**config.mk**
```make
export PLATFORM = sky130hd
export DESIGN_NAME = ahb_mtx_arb_rr
export DESIGN_NICKNAME = d
export VERILOG_FILES = /design/src/rtl/ahb_mtx_arb_pkg.sv /design/src/rtl/ahb_mtx_rr_pick.sv /design/src/rtl/ahb_mtx_arb_rr.sv
export SDC_FILE = /design/constraint.sdc
export NUM_CORES = 1
export LEC_CHECK = 0
export CAP_MARGIN = 20
export CORE_AREA = 2 2 39 41
export CTS_BUF_LIST = sky130_fd_sc_hd__clkbuf_8
export CTS_CLUSTER_DIAMETER = 30
export DETAILED_ROUTE_END_ITERATION = 10
export DIE_AREA = 0 0 41 43
export RECOVER_POWER = 25
export SLEW_MARGIN = 5
export SYNTH_ARGS = -nofsm -noshare
export SYNTH_HDL_FRONTEND = slang
export SYNTH_SLANG_ARGS = --single-unit
export TNS_END_PERCENT = 100
```
**constraint.sdc**
```tcl
create_clock -name HCLK -period 1.9 [get_ports HCLK]
set_clock_uncertainty 0.2 [all_clocks]
set_input_delay 0.38 -clock HCLK [delete_from_list [all_inputs] [get_ports HCLK]]
set_output_delay 0.38 -clock HCLK [all_outputs]
set_load 0.02 [all_outputs]
```
**src/rtl/ahb_mtx_arb_pkg.sv**
```systemverilog
// Shared AHB encodings and burst-length helper for the bus-matrix output arbiter.
package ahb_mtx_arb_pkg;

  // HTRANS encodings
  localparam logic [1:0] HTRANS_IDLE   = 2'b00;
  localparam logic [1:0] HTRANS_BUSY   = 2'b01;
  localparam logic [1:0] HTRANS_NONSEQ = 2'b10;
  localparam logic [1:0] HTRANS_SEQ    = 2'b11;

  // HBURST encodings
  localparam logic [2:0] HBURST_SINGLE = 3'd0;
  localparam logic [2:0] HBURST_INCR   = 3'd1;
  localparam logic [2:0] HBURST_WRAP4  = 3'd2;
  localparam logic [2:0] HBURST_INCR4  = 3'd3;
  localparam logic [2:0] HBURST_WRAP8  = 3'd4;
  localparam logic [2:0] HBURST_INCR8  = 3'd5;
  localparam logic [2:0] HBURST_WRAP16 = 3'd6;
  localparam logic [2:0] HBURST_INCR16 = 3'd7;

  // Beats remaining after the NONSEQ of a fixed burst; 0 for SINGLE and INCR.
  function automatic logic [3:0] burst_beats_m1(input logic [2:0] hburst);
    logic [3:0] beats_m1;
    case (hburst)
      HBURST_WRAP4,  HBURST_INCR4:  beats_m1 = 4'd3;
      HBURST_WRAP8,  HBURST_INCR8:  beats_m1 = 4'd7;
      HBURST_WRAP16, HBURST_INCR16: beats_m1 = 4'd15;
      default:                      beats_m1 = 4'd0;
    endcase
    return beats_m1;
  endfunction

endpackage

```
**src/rtl/ahb_mtx_rr_pick.sv**
```systemverilog
// Combinational rotating-priority picker: the first requesting port after
// `last` (with wrap-around) wins.
module ahb_mtx_rr_pick #(
  parameter int NUM_PORTS = 4,
  parameter int PORT_W    = (NUM_PORTS > 1) ? $clog2(NUM_PORTS) : 1
) (
  input  logic [NUM_PORTS-1:0] req,
  input  logic [PORT_W-1:0]    last,
  output logic [PORT_W-1:0]    winner,
  output logic                 any
);

  // Scan from the farthest offset down to the nearest so the nearest request overrides.
  always_comb begin
    int idx;
    // NOTE: every output gets a default before any conditional write, so no latch is inferred.
    winner = '0;
    any    = 1'b0;
    for (int k = NUM_PORTS; k >= 1; k--) begin
      idx = int'(last) + k;
      if (idx >= NUM_PORTS) idx = idx - NUM_PORTS;
      if (req[PORT_W'(idx)]) begin
        winner = PORT_W'(idx);
        any    = 1'b1;
      end
    end
  end

endmodule

```
**src/rtl/ahb_mtx_arb_rr.sv**
```systemverilog
// Round-robin output-stage arbiter for one shared AHB slave port.
// Holds the grant during locked sequences and, when AHB_ARB_BURST_HOLD_EN is
// defined, for the full length of fixed-length bursts.
module ahb_mtx_arb_rr
  import ahb_mtx_arb_pkg::*;
#(
  parameter int NUM_PORTS = 4,
  parameter int PORT_W    = (NUM_PORTS > 1) ? $clog2(NUM_PORTS) : 1
) (
  input  logic                 HCLK,
  input  logic                 HRESET,
  input  logic [NUM_PORTS-1:0] req_port,
  input  logic                 HREADYM,
  input  logic                 HSELM,
  input  logic [1:0]           HTRANSM,
  input  logic [2:0]           HBURSTM,
  input  logic                 HMASTLOCKM,
  output logic [PORT_W-1:0]    addr_in_port,
  output logic                 no_port,
  output logic                 hold_active
);

  // Reset pointer so that port 0 is first in line.
  localparam logic [PORT_W-1:0] LAST_RST = PORT_W'(NUM_PORTS - 1);

  logic [PORT_W-1:0] last;
  logic [PORT_W-1:0] pick_winner;
  logic              pick_any;
  logic [PORT_W-1:0] cur_nxt;
  logic [PORT_W-1:0] last_nxt;
  logic              no_port_nxt;
  logic              hold;
  logic              cur_active;

  assign cur_active = HSELM && (HTRANSM != HTRANS_IDLE);

  ahb_mtx_rr_pick #(
    .NUM_PORTS (NUM_PORTS),
    .PORT_W    (PORT_W)
  ) u_pick (
    .req    (req_port),
    .last   (last),
    .winner (pick_winner),
    .any    (pick_any)
  );

`ifdef AHB_ARB_BURST_HOLD_EN
  logic [3:0] cnt;
  logic [3:0] cnt_nxt;
  logic       hold_start;
  logic       hold_cont;

  // A fixed burst starting, or a burst with more than one beat still to go.
  assign hold_start = HSELM && (HTRANSM == HTRANS_NONSEQ) && (burst_beats_m1(HBURSTM) != 4'd0);
  assign hold_cont  = (cnt > 4'd1) && ((HTRANSM == HTRANS_SEQ) || (HTRANSM == HTRANS_BUSY));
  assign hold       = hold_start || hold_cont;

  // Beat counter next state; anything outside an orderly burst clears it.
  always_comb begin
    cnt_nxt = 4'd0;
    if (HSELM) begin
      case (HTRANSM)
        HTRANS_NONSEQ: cnt_nxt = burst_beats_m1(HBURSTM);
        HTRANS_SEQ:    cnt_nxt = (cnt != 4'd0) ? cnt - 4'd1 : 4'd0;
        HTRANS_BUSY:   cnt_nxt = cnt;
        default:       cnt_nxt = 4'd0;
      endcase
    end
  end

  // Beat counter and its registered non-zero flag, advanced on completed transfers.
  always_ff @(posedge HCLK or posedge HRESET) begin
    if (HRESET) begin
      cnt         <= 4'd0;
      hold_active <= 1'b0;
    end else if (HREADYM) begin
      cnt         <= cnt_nxt;
      hold_active <= (cnt_nxt != 4'd0);
    end
  end
`else
  logic unused_burst;

  assign hold         = 1'b0;
  assign hold_active  = 1'b0;
  assign unused_burst = ^HBURSTM;
`endif

  // Grant decision: lock, then burst hold, then round-robin, then idle handling.
  always_comb begin
    cur_nxt     = addr_in_port;
    last_nxt    = last;
    no_port_nxt = no_port;
    if (!HMASTLOCKM) begin
      if (hold) begin
        no_port_nxt = 1'b0;
      end else if (pick_any) begin
        cur_nxt     = pick_winner;
        last_nxt    = pick_winner;
        no_port_nxt = 1'b0;
      end else if (!HSELM) begin
        no_port_nxt = 1'b1;
      end else if (!cur_active) begin
        no_port_nxt = 1'b0;
      end
      // Otherwise the current owner is mid-transfer with nobody waiting: keep all.
    end
  end

  // Grant registers, frozen while the output port is stalled.
  always_ff @(posedge HCLK or posedge HRESET) begin
    // NOTE: state registers use non-blocking assignments so every flop samples pre-edge values.
    if (HRESET) begin
      addr_in_port <= '0;
      no_port      <= 1'b1;
      last         <= LAST_RST;
    end else if (HREADYM) begin
      addr_in_port <= cur_nxt;
      no_port      <= no_port_nxt;
      last         <= last_nxt;
    end
  end

endmodule

```
Yosys cells after proc, flatten, opt, wreduce, memory -nomap -nowiden:

Index checks and enable logic that the tools add are counted.
Widths: inputs -> output; s select.

* shift operators: 0
* reduce and logical (&&, ||, !) cells: 4
* multiplexer cells: 27
* divide/modulo/power cells: 0
* bitwise operators: 1
* magnitude comparators: 8
* equality and inequality tests: 1
* $add $sub $neg: 8
* multiply operators: 0

Operator list (number)
* $lt 2x4->1 const B: 4
* $mux 2: 8
* $mux 1: 15
* $ge 3x3->1 const B: 3
* $bmux 1 s2: 4
* $sub 2x1->2 const B: 4
* $add 2x2->3 const B: 2
* $reduce_and 3->1: 2
* $add 2x3->4 const B: 1
* $ge 4x3->1 const B: 1
* $add 2x1->3 const B: 1
* $ne 3x3->1 const B: 1
* $reduce_bool 2->1: 1
* $logic_and 1x1->1: 1
* $not 1->1: 1

* memories: 0
* memory bits (read-only): 0
* bits in latches: 0
* word-level logic and storage cells: 52
* input port bits: 14
* flip-flop bits (word level): 5
* output and inout port bits: 4
* bits in writable memories: 0

Longest topological paths before layout:

Gate-level depths: netlist of run 1.

* depth after elaboration: 12
* depth in mapped cells: 5
* depth with buffers taken out: 4

Cells and area by module:

From an unflattened synthesis of run 1, not the netlist that was laid out.

* cells, all modules: 32
* area, all modules: 341.6 µm²

Modules (own cells, without submodules)
* ahb_mtx_arb_rr: area each 250.2 µm², cells an instance 18, sequential area each 128.9 µm², instances 1
* ahb_mtx_rr_pick: area each 91.3 µm², cells an instance 14, sequential area each 0.0 µm², instances 1

Least setup slack after synthesis of run 1:

No wires, ideal clock.

* kind: reg2reg
* start point: reg last[1]
* end point: reg last[0]
* required time: 1.628 ns
* setup time: 0.072 ns
* arrival: 1.279 ns
* stages on the path, launching flop included: 5
* setup slack: 0.349 ns
* period minus slack after synthesis: 1.551 ns
* path through: dfstp_2 a21boi_1 o221a_1 a311o_1 o21ai_1

* word-level cells in the longest chain between the ends: 11
* elaborated cells on any way between the ends: 37
* those cells by class: add/sub (8); order compare (4); mux (24); reduce/logical (1)

Ends and longest elaborated chain
* start: declaration: RTL line ahb_mtx_arb_rr.sv:26 `logic [PORT_W-1:0] last;`
* start signal: assignment: RTL line ahb_mtx_arb_rr.sv:120 `last <= last_nxt;`
* $add 2x3->4: RTL line ahb_mtx_rr_pick.sv:20 `idx = int'(last) + k;`
* $ge 4x3->1 or $sub 2x1->2 (tied branches): RTL line ahb_mtx_rr_pick.sv:21 `if (idx >= NUM_PORTS) idx = idx - NUM_PORTS;`
* $mux 2: RTL line ahb_mtx_rr_pick.sv:21
* $bmux 1 s2: RTL line ahb_mtx_rr_pick.sv:22 `if (req[PORT_W'(idx)]) begin`
* $mux 1 (not written as such) (2 in a row): RTL line ahb_mtx_rr_pick.sv:22
* $mux 1 (4 in a row): RTL line ahb_mtx_rr_pick.sv:22
* $reduce_and 3->1 (no source line)

Parallel ways exist; a longest one is shown, timed or not. The select of a mux whose other input is x is not followed.
A chain may end at the register's enable or synchronous reset.

Final worst setup path of run 1:

* start point: in req_port[1]
* end point: reg addr_in_port[0]

* word-level cells in the longest chain between the ends: 8
* elaborated cells on any way between the ends: 21
* those cells by class: mux (20); reduce/logical (1)

Ends and longest elaborated chain
* start: declaration: RTL line ahb_mtx_arb_rr.sv:12 `input logic [NUM_PORTS-1:0] req_port,`
* $bmux 1 s2: RTL line ahb_mtx_rr_pick.sv:22
* $mux 1 (not written as such) (2 in a row): RTL line ahb_mtx_rr_pick.sv:22
* $mux 1 (4 in a row): RTL line ahb_mtx_rr_pick.sv:22
* $reduce_and 3->1 (no source line)
* end signal: assignment: RTL line ahb_mtx_arb_rr.sv:118 `addr_in_port <= cur_nxt;`
* end: declaration: RTL line ahb_mtx_arb_rr.sv:18 `output logic [PORT_W-1:0] addr_in_port,`

Parallel ways exist; a longest one is shown, timed or not. The select of a mux whose other input is x is not followed.

==> results.txt, run 1 <==
Min-delay worst type: register to register
Synthesized area per cell: 8.15 um2
Pwr/cell area: 867 nW/um2
Mapped Area: 334 um2
WHS: 0.274 ns
Critical Path AT: 1.71 ns
Area leader, netlist: dfstp_2
Seq pwr share: 0.340
H-tree levels: 1
Syn. warnings: 0
Fillers: 154
Synth unique cells: 24
Outcome: complete, no violations
Worst skew pair latency: 0.22 ns
Wire length per cell: 10.3 um
Final Hold Fails: 0
Residual DRC: 0
Switching Share: 0.281
Global-route wire length before repair: 1.25 mm
Number of global-route vias before repair: 300
IO Count: 18
Total Die Area: 1760 um2
Reg2reg path depth: 4
HPWL after DPL: 657 um
Post-route ant nets: 0
Vias per cell: 4.59
CTS tree: done
Flop2flop setup slack: 0.25 ns
Crit path max fanout: 4
GPL Wtd Cong: 0.700
Clock transition at path regs: 0.04 ns
Initial antenna violation count: 0
Die width: 41 um
Total grt overflow: 0
CP Launch Point: req_port[1]
Die height: 43 um
Max Fclk: 552 MHz
Share of Yosys cell area claimed by the top area cell type: 0.236
Postcts setup bufs: 0
Layout Area Growth over Synthesis: 70.4%
Hold buffer count at cts: 0
Final period demand of the worst path: 1.81 ns
Final WS setup: 0.0877 ns
Unrepaired setup endpoints after global routing: false
CTS Buf Count: 3
Drt initial violations: 3
Final Core Density: 0.411
Core footprint: 1380 um2
Via count: 363
Clock buffer depth: 2
Worst setup path end: addr_in_port[0]$_DFFE_PP0P_
Synth Instances: 41
Critical Path End Type: register
Switching pwr: 0.139 mW
CTS Root Cell: clkbuf_8
Required time worst endpoint: 1.80 ns
Number of buffers added on ports: 13
Clock network power share: 0.385
# diodes: 0
Initial cell density of the core: 0.241
Worst R2R Start: last[1]$_DFFE_PP1P_
Startpoint Class: input pin
Kind of critical path: input pin to register
Largest net degree at the start of global routing: 9
Final setup viols: 0
CTS sink cnt: 5
Number of synthesized register bits: 5
Placement Setup Slack: -0.149 ns
Max Cap Violations: 0
Final Total Pwr: 0.493 mW
Leak pwr: 0.255 nW
Number of nets in the layout: 78
Pre-antenna DRT Iters: 2
Combinational power share: 0.275
Max-slew violation count: 0
Row count: 14
Layout cells sized above 1: 0.238
Internal Power: 0.355 mW
Syn Nets: 55
Total wire length: 816 um
Crit Reg-Reg Endpoint: last[0]$_DFFE_PP1P_
GRT Util Overall: 0.111
Fin crit share: 0.954
Seq/Total Area, Yosys: 0.386
Largest cells by area after synthesis: dfstp_2 24%, dfrtp_1 15%, nand2_1 6.7%
Worst VDD drop: 0.474 mV
==> cells by family (layout without fill, tap and decap cells) <==
logic type / Yosys count / after routing / synth area share
other cells: 1 / 1 / 0.0112
flops: 5 / 5 / 0.386
simple gates: 20 / 20 / 0.307
buf+inv: 4 / 26 / 0.0562
compound gates: 11 / 11 / 0.240
==> synth_stat cells (all sizes together) <==
cell	instances
a211oi	1
inv	2
buf	1
a21o	1
nor2	5
nand2b	4
nand2	6
or4	1
a311o	1
conb	1
clkbuf	1
nor2b	1
o31ai	1
a21oi	1
a21boi	1
nand3	2
o221a	1
dfrtp	2
or3	1
o221ai	1
dfstp	3
o21ai	3
==> worst max-delay path, cell delays in order <==
cell and delay [ns]:
clkdlybuf4s50_1 0.47, or4_4 0.56, nand2b_2 0.10, a311o_1 0.13
o21ai_1 0.07
==> metrics by stage <==
step                      instance area [um2]  setup TNS [ns]  cells
after detailed placement                  526          -0.531     75
after floorplan                           334               0     41
after global routing                      569               0     79
after global placement                    526          -0.549     75
final                                     569               0     79
after CTS                                 569               0     79
==> cell type report <==
cell class / count / area [um2] / share of cell area
sequential: 5 / 129 / 0.226
inverter: 2 / 7.51 / 0.0132
tap: 16 / 20.0 / 0.0352
clock buffer: 3 / 41.3 / 0.0725
clock inverter: 1 / 3.75 / 0.00659
timing repair buffer: 20 / 181 / 0.319
multi-input combinational: 32 / 186 / 0.327
==> power groups by stage <==
stage	Sequential (mW)	Combinational (mW)	Clock (mW)
final	0.168	0.136	0.190
after global routing	0.171	0.151	0.206
after CTS	0.168	0.138	0.195
after detailed placement	0.169	0.138	0
after global placement	0.168	0.136	0
after floorplan	0.168	0.0679	0
==> sequential cells by signal, summed over array words and instances (netlist names) <==
| signal | flops |
|---|---|
| no_port | 1 |
| last | 2 |
| addr_in_port | 2 |
==> timing repair <==
item / CTS / global route
endpoints found under the setup margin: 1 / 0
endpoints found under the hold margin: 0 / 0
gates resized for setup: 1 / 0
==> routing by layer <==
metal / GRT usage / share of wire / vias up
li1: - / - / 187
met1: 0.126 / 0.43 / 161
met2: 0.156 / 0.47 / 15
met3: 0.0785 / 0.10 / 0
met4: 0.0400 / 0 / 0
met5: 0 / 0 / -
==> how the worst min path moves through the flow <==
stage                     slack, ns                          end  depth (start not counted)                        start
after detailed placement       0.27  addr_in_port[1]$_DFFE_PP0P_                          2  addr_in_port[1]$_DFFE_PP0P_
after CTS                      0.16  addr_in_port[0]$_DFFE_PP0P_                          2                       HRESET
after global routing           0.29  addr_in_port[1]$_DFFE_PP0P_                          2  addr_in_port[1]$_DFFE_PP0P_
after global placement         0.26  addr_in_port[1]$_DFFE_PP0P_                          2  addr_in_port[1]$_DFFE_PP0P_
final                          0.27  addr_in_port[1]$_DFFE_PP0P_                          2  addr_in_port[1]$_DFFE_PP0P_
after floorplan               -0.04  addr_in_port[0]$_DFFE_PP0P_                          1                       HRESET
==> placed cells by master, fill, tap and decap left out, types with 2 or more instances in the layout <==
master,n
dfstp_2,3
o21ai_1,2
nor2_1,5
inv_1,3
clkdlybuf4s50_1,11
nand2_1,6
buf_4,7
clkbuf_8,3
nand2b_1,3
dfrtp_1,2
nand3_1,2
Power figures use the tool's default switching activity.
==> run 2: changes to the inputs <==
- SLEW_MARGIN: 5 -> not set
==> results of run 2 <==
The final DEF is identical to that of run 1; final timing and power are the same.
==> run 3: changes to the inputs <==
- GPL_ROUTABILITY_DRIVEN: not set -> 0
==> results of run 3 <==
The final DEF is identical to that of run 1; final timing and power are the same.
